## config.mk

```make
export PLATFORM = sky130hd
export DESIGN_NAME = max_pool_ctrl
export DESIGN_NICKNAME = d
export VERILOG_FILES = /design/src/rtl/max_pool_ctrl.sv
export SDC_FILE = /design/constraint.sdc
export NUM_CORES = 1
export LEC_CHECK = 0
export CORE_AREA = 2 2 222 224
export CTS_BUF_LIST = sky130_fd_sc_hd__clkbuf_8
export CTS_CLUSTER_DIAMETER = 150
export DETAILED_ROUTE_END_ITERATION = 6
export DIE_AREA = 0 0 224 226
export HOLD_SLACK_MARGIN = 0.15
export PLACE_DENSITY = 0.56
export SYNTH_ARGS = -nofsm -noshare
export SYNTH_HDL_FRONTEND = slang
export SYNTH_SLANG_ARGS = --single-unit
```

## constraint.sdc

```tcl
create_clock -name clk -period 6.8 [get_ports clk]
set_input_delay 0.68 -clock clk [delete_from_list [all_inputs] [get_ports clk]]
set_output_delay 0.68 -clock clk [all_outputs]
set_load 0.03 [all_outputs]
```

## src/rtl/max_pool_ctrl.sv

```systemverilog
// max_pool_ctrl: sequencer for the 32-lane max reduction unit.
// Groups beats of BANK-lane vectors into pooling windows. It feeds the external max unit
// (din is registered here, repetition/previous_data are issue-time). It also collects one
// signed max per window into a 2-entry fall-through output FIFO.
module max_pool_ctrl #(
   parameter int DATA_WIDTH = 8,
   parameter int BANK       = 32,
   parameter int BEAT_W     = 8,
   parameter int WIN_W      = 16
) (
   input  logic                       clk,
   input  logic                       rst_n,
   input  logic                       start,
   input  logic [BEAT_W-1:0]          cfg_beats,
   input  logic [WIN_W-1:0]           cfg_windows,
   output logic                       busy,
   output logic                       done,
   input  logic                       s_valid,
   output logic                       s_ready,
   input  logic [DATA_WIDTH*BANK-1:0] s_data,
   output logic [DATA_WIDTH*BANK-1:0] mx_din,
   output logic [1:0]                 mx_repetition,
   output logic [DATA_WIDTH-1:0]      mx_previous_data,
   input  logic [DATA_WIDTH-1:0]      mx_dout,
   output logic                       m_valid,
   input  logic                       m_ready,
   output logic [DATA_WIDTH-1:0]      m_data
);

   typedef enum logic [1:0] {IDLE, RUN, DRAIN, DONE} state_t;

   state_t                state_q, state_d;
   logic [BEAT_W-1:0]     beats_q, beat_cnt;
   logic [WIN_W-1:0]      wins_q, win_cnt;
   logic                  vld_q, last_q;
   logic [DATA_WIDTH-1:0] acc_q;
   logic [DATA_WIDTH-1:0] fifo_mem [2];
   logic                  wr_ptr, rd_ptr;
   logic [1:0]            fifo_cnt;

   logic issue, last_beat, last_win, push, pop;

   assign issue     = s_valid && s_ready;
   assign last_beat = (beat_cnt == beats_q - BEAT_W'(1));
   assign last_win  = (win_cnt == wins_q - WIN_W'(1));
   assign push      = vld_q && last_q;
   assign pop       = m_valid && m_ready;

   // Only accept a beat if the FIFO can still hold every result already in flight.
   assign s_ready = (state_q == RUN) && ((fifo_cnt + {1'b0, push}) < 2'd2);
   assign busy    = (state_q != IDLE);
   assign done    = (state_q == DONE);
   assign m_valid = (fifo_cnt != 2'd0);
   assign m_data  = fifo_mem[rd_ptr];

   // Issue-time controls for the max unit; previous beat still in stage 2 is bypassed.
   always_comb begin
      mx_repetition    = 2'b00;
      mx_previous_data = acc_q;
      if (issue) begin
         if (beat_cnt == '0)               mx_repetition = 2'b00;
         else if (beat_cnt >= BEAT_W'(3))  mx_repetition = 2'b11;
         else                              mx_repetition = beat_cnt[1:0];
         if (vld_q) mx_previous_data = mx_dout;
      end
   end

   // Next-state logic.
   always_comb begin
      state_d = state_q;
      case (state_q)
         IDLE:    if (start) state_d = (cfg_windows == '0) ? DONE : RUN;
         RUN:     if (issue && last_beat && last_win) state_d = DRAIN;
         DRAIN:   if (!vld_q && fifo_cnt == 2'd0) state_d = DONE;
         DONE:    state_d = IDLE;
         default: state_d = IDLE;
      endcase
   end

   // State register.
   always_ff @(posedge clk or negedge rst_n) begin
      if (!rst_n) state_q <= IDLE;
      else        state_q <= state_d;
   end

   // Latch job config on accepted start; step beat/window counters on every issue.
   always_ff @(posedge clk or negedge rst_n) begin
      if (!rst_n) begin
         beats_q  <= '0;
         wins_q   <= '0;
         beat_cnt <= '0;
         win_cnt  <= '0;
      end else if (state_q == IDLE && start) begin
         beats_q  <= (cfg_beats == '0) ? BEAT_W'(1) : cfg_beats;
         wins_q   <= cfg_windows;
         beat_cnt <= '0;
         win_cnt  <= '0;
      end else if (issue) begin
         if (last_beat) begin
            beat_cnt <= '0;
            win_cnt  <= last_win ? '0 : win_cnt + WIN_W'(1);
         end else begin
            beat_cnt <= beat_cnt + BEAT_W'(1);
         end
      end
   end

   // Stage 2: register the vector for the max unit and fold its result into acc_q.
   always_ff @(posedge clk or negedge rst_n) begin
      if (!rst_n) begin
         mx_din <= '0;
         vld_q  <= 1'b0;
         last_q <= 1'b0;
         acc_q  <= '0;
      end else begin
         vld_q <= issue;
         if (issue) begin
            mx_din <= s_data;
            last_q <= last_beat;
         end
         if (vld_q) acc_q <= mx_dout;
      end
   end

   // Two-entry fall-through result FIFO; simultaneous push and pop keep the count.
   always_ff @(posedge clk or negedge rst_n) begin
      if (!rst_n) begin
         fifo_mem[0] <= '0;
         fifo_mem[1] <= '0;
         wr_ptr      <= 1'b0;
         rd_ptr      <= 1'b0;
         fifo_cnt    <= 2'd0;
      end else begin
         if (push) begin
            fifo_mem[wr_ptr] <= mx_dout;
            wr_ptr           <= ~wr_ptr;
         end
         if (pop) rd_ptr <= ~rd_ptr;
         case ({push, pop})
            2'b10:   fifo_cnt <= fifo_cnt + 2'd1;
            2'b01:   fifo_cnt <= fifo_cnt - 2'd1;
            default: fifo_cnt <= fifo_cnt;
         endcase
      end
   end

endmodule
```

== Word-level counts from Yosys, hierarchy flattened ==
Index checks and enable logic that the tools add are counted.

* Flip-flop bits (word level): 336
* Input port bits: 293
* Output and inout bits: 278

* Add/sub/neg operators: 7
* Magnitude comparators: 5
* Eq/ne operators: 10
* Mux-type cells: 25
* Bitwise gates (word level): 4
* Reductions and logical operators: 22

{| class="wikitable"
|+ Operators with widths
! kind !! number
|-
| $mux 8 || 10
|-
| $mux 16 || 4
|-
| $add 16x1->16 const B || 1
|-
| $bwmux 16 || 1
|-
| $eq 16x16->1 || 1
|-
| $logic_not 16->1 || 1
|-
| $logic_not 8->1 || 2
|-
| $sub 16x1->16 const B || 1
|-
| $mux 2 || 7
|-
| $reduce_bool 2->1 || 5
|-
| $logic_and 1x1->1 || 9
|-
| $add 8x1->8 const B || 1
|-
| $demux 8 s1 || 1
|-
| $eq 8x8->1 || 1
|-
| $ge 8x2->1 const B || 1
|-
| $pmux 2 s4 || 1
|-
| $sub 8x1->8 const B || 1
|-
| $eq 2x2->1 const B || 3
|-
| $eq 2x1->1 const B || 2
|-
| $ge 2x2->1 const B || 2
|-
| $logic_not 2->1 || 2
|-
| $ne 2x2->1 const B || 2
|-
| $not 1->2 || 2
|-
| $pmux 2 s2 || 1
|-
| other kinds (10) || 11
|}

== Longest topological paths before layout ==
* Depth after elaboration: 9
* Depth in mapped cells: 11

== Least setup slack after synthesis ==
No wires, ideal clock.

* Path kind: reg-to-output
* Start: reg state_q[1]
* End: out mx_previous_data[0]
* Data arrival time: 2.547 ns
* Data required time: 6.120 ns
* Slack: 3.573 ns
* Stages on the path, launching flop included: 8
* Path buffers: 1
* Cell sequence: dfrtp_1 -> inv_1 -> ha_1 -> a21boi_1 -> nand2_1 -> inv_2 -> buf_1 -> mux2_2

* Word-level cells in the longest chain between the ends: 4

{| class="wikitable"
|+ Ends and longest elaborated chain
! element !! RTL line !! text
|-
| start: declaration || 32 || <nowiki>state_t state_q, state_d;</nowiki>
|-
| start signal: assignment || 83 || <nowiki>else state_q <= state_d;</nowiki>
|-
| $eq 2x1->1 || 50 || <nowiki>assign s_ready = (state_q == RUN) && ((fifo_cnt + {1'b0, push}) < 2'd2);</nowiki>
|-
| $logic_and 1x1->1 || 50 ||
|-
| via s_ready || 19 || <nowiki>output logic s_ready,</nowiki>
|-
| $logic_and 1x1->1 || 43 || <nowiki>assign issue = s_valid && s_ready;</nowiki>
|-
| $mux 8 || 60 || <nowiki>if (issue) begin</nowiki>
|-
| end: declaration || 23 || <nowiki>output logic [DATA_WIDTH-1:0] mx_previous_data,</nowiki>
|}

The timed path passes the listed nets, and every way through them passes these cells.

== Worst setup path after layout ==
* Start: reg state_q[1]
* End: out mx_previous_data[3]

* Word-level cells in the longest chain between the ends: 4

{| class="wikitable"
|+ Ends and longest elaborated chain
! element !! RTL line
|-
| $eq 2x1->1 || 50
|-
| $logic_and 1x1->1 || 50
|-
| $logic_and 1x1->1 || 43
|-
| $mux 8 || 60
|}

No other way between the ends.

==> results.sh <==
export IMPL_ctsResizeCount=0
export IMPL_ir_drop_uv=238.6
export IMPL_period_needed_ns=4.774
export IMPL_clock_latency_ns=0.63
export IMPL_cp_arrival_ns=4.09
export IMPL_cts_hold_buf=0
export IMPL_grt_use_met1=0.2334
export IMPL_vias_per_cell=4.527
export IMPL_synth_cells=1582
export IMPL_overflow=0
export IMPL_postSynthAreaPerCell_sq_um=9.030
export IMPL_slew_violations=0
export IMPL_r2r_start="state_q[1]"
export IMPL_power_frac_comb=0.489
export IMPL_yosysTopAreaCell="dfrtp_1"
export IMPL_async_flop_share=1.000
export IMPL_top_usage_layer="met2"
export IMPL_setup_viol=0
export IMPL_ys_warn_count=0
export IMPL_synth_top_area_share=0.5885
export IMPL_post_route_cell_area_sq_mm=0.02182
export IMPL_avgRoutedWirePerCell_um=18.02
export IMPL_ioPinCount=571
export IMPL_worst_ep_required_time_ns=6.12
export IMPL_power_frac_clock=0.186
export IMPL_detail_route_antenna_nets=0
export IMPL_grt_pass1_vias=13160
export IMPL_status="complete, no violations"
export IMPL_final_hold_viol_count=0
export IMPL_dp_cells=2707
export IMPL_first_iter_violations=769
export IMPL_grt_pass1_wl_mm=76.96
export IMPL_htree_num_levels=2
export IMPL_dr_total_vias=12750
export IMPL_antenna_found_initial=5
export IMPL_cts_tree="yes"
export IMPL_syn_to_final_growth_pct=52.72
export IMPL_num_rows=81
export IMPL_cts_root_buf="clkbuf_8"
export IMPL_place_congestion=0.8099
export IMPL_start_util=0.2955
export IMPL_fin_worst_skew_ns=0.01794
export IMPL_finalNonFillerCells=2817
export IMPL_wirelength_mm=50.75
export IMPL_finalPower_uw=10430
export IMPL_synth_area_leaders="dfrtp_1 (59%), nand2_1 (22%), mux2_2 (3.2%)"
export IMPL_ctsLongestPathBuffers=3
export IMPL_path_max_fanout=130
export IMPL_synth_edff_count=0
export IMPL_die_y_um=226
export IMPL_cts_sinks=336
export IMPL_route_detailed_drc=0
export IMPL_drive_above_1_share=0.07215
export IMPL_grt_usage=0.1967
export IMPL_p_sw_frac=0.4322
export IMPL_startpoint="state_q[1]"
export IMPL_dr_pass1_iters=5
export IMPL_max_freq_ghz=0.2095
export IMPL_core_sq_mm=0.04834
export IMPL_crit_type="flip-flop to primary output"
export IMPL_max_slew_worst_pin_slew_ns=1.083
export IMPL_hold_class="input pin to asynchronous set/reset pin"
export IMPL_ys_types=65
export IMPL_power_leakage_uw=0.01038
export IMPL_dieArea_sq_mm=0.05062
export IMPL_cts_setup_buffers=0
export IMPL_syn_nets=1886
export IMPL_cp_end_kind="primary output"
export IMPL_seqPwrFrac=0.325
export IMPL_numCtsBuffers=59
export IMPL_netlist_area_sq_mm=0.01429
export IMPL_layout_nets=2450
export IMPL_numPortBuffers=570
export IMPL_ys_seq_area_frac=0.5885
export IMPL_cp_start_kind="flip-flop"
export IMPL_maxCapViolCount=0
export IMPL_fin_tns_setup_ns=0
export IMPL_power_density_mw_per_mm2=477.9
export IMPL_cts_clk_slew_worst_paths_ns=0.06
export IMPL_p_int_uw=5920
export IMPL_grt_max_degree=150
export IMPL_dp_hpwl_mm=36.10
export IMPL_use_met3=0.06974
export IMPL_relSlewSlack=0.2779
export IMPL_fin_util=0.4513
export IMPL_placed_area_sq_mm=0.02057
export IMPL_synth_seq_cells=336
export IMPL_synth_ff_type="dfrtp_1"
export IMPL_fp_dieW_um=224
export IMPL_rsz0062_at_grt="false"
export IMPL_final_period_utilization=0.7021
export IMPL_use_met2=0.3217
export IMPL_switching_power_uw=4506
==> power groups by stage <==
stage / clock (uW) / sequential, uW / combinational (uW)
3_5_place_dp: 0 / 3390 / 5150
6_report: 1940 / 3390 / 5100
4_1_cts: 2010 / 3390 / 5160
5_1_grt: 2100 / 3510 / 5480
2_1_floorplan: 0 / 4620 / 1590
3_3_place_gp: 0 / 3380 / 5130
==> metrics by stage <==
step | hold WS (ns) | worst slack, ns
after floorplan | 0.3844 | 3.573
after global placement | 0.4578 | 2.555
after detailed placement | 0.4610 | 2.446
after CTS | 0.2138 | 1.908
after global routing | 0.2858 | 1.761
final | 0.2154 | 2.026
==> layout make-up <==
class / instances / area, sq um
Antenna cell: 5 / 12.51
Clock buffer: 80 / 1101
Clock inverter: 25 / 131.4
Fill cell: 4655 / 26530
Inverter: 18 / 75.07
Multi-Input combinational cell: 1152 / 5520
Sequential cell: 336 / 8408
Tap cell: 622 / 778.2
Timing Repair Buffer: 579 / 5791
==> synth_stat cells, drive strengths merged (2+ instances only) <==
master  instances
nand2         853
dfrtp         336
clkbuf         60
mux2           41
nor2           20
xor2           20
a21oi          19
o21ai          19
inv            18
buf            16
nand3          16
nor3           16
xnor2          15
nor4           14
ha             11
nand4          11
and3           10
a31oi           8
mux2i           8
nand2b          7
o211ai          7
or4             7
or2             5
nand3b          4
o31ai           4
a21boi          3
and2            3
nor4b           3
or4b            3
a211oi          2
a22o            2
and4            2
nor2b           2
nor3b           2
o21bai          2
or3             2
==> layout by cell type (no fill, tap or decap), drive strengths merged, types with 8 or more instances in the layout <==
master / n
mux2: 41
a21oi: 19
nor2: 20
o21ai: 19
nand2: 853
mux2i: 8
xnor2: 15
clkdlybuf4s50: 569
nand4: 11
a31oi: 8
nand3: 16
ha: 11
inv: 35
nor4: 14
nor3: 16
xor2: 20
clkbuf: 80
dfrtp: 336
buf: 10
and3: 10
==> kinds of logic after synthesis <==
logic type      Yosys count  share of synthesized area
compound gates           74                    0.03442
buf+inv                  94                    0.02557
fa+ha+maj                11                   0.009634
flops                   336                     0.5885
xor+xnor                 35                    0.02146
simple gates            983                     0.2816
mux                      49                    0.03880
==> per-layer routing <==
layer	wire (um)	up-vias	share of wire
li1	-	6148	-
met1	20070	6083	0.40
met2	24620	401	0.49
met3	4245	118	0.084
met4	1807	2	0.036
met5	9	-	0.00018
==> worst paths after layout <==
| check | depth (start not counted) | slack [ns] | end |
|---|---|---|---|
| hold reg to reg | 2 | 0.47 | mx_din[235] |
| min in group clk | 2 | 0.47 | mx_din[235] |
| setup / recovery | 7 | 2.03 | mx_previous_data[3] |
| max in group asynchronous | 2 | 5.06 | mx_din[121] |
| setup reg to reg | 9 | 2.73 | mx_din[197] |
| hold / removal | 1 | 0.22 | fifo_cnt[0] |
==> critical path, cell delays in order (launching register included) <==
cell and delay (ns):
dfrtp_1 0.43, inv_1 0.12, ha_1 0.28, a21boi_1 0.42, nand2_4 0.40, inv_8 0.59, mux2_2 0.41, clkdlybuf4s50_1 0.60
==> sequential cells by signal (all words and copies together), names as in the netlist, 8 cells and up <==
register and cells:
mx_din 256, fifo_mem 16, win_cnt 16, wins_q 16, acc_q 8, beat_cnt 8, beats_q 8
Power figures use the tool's default switching activity.
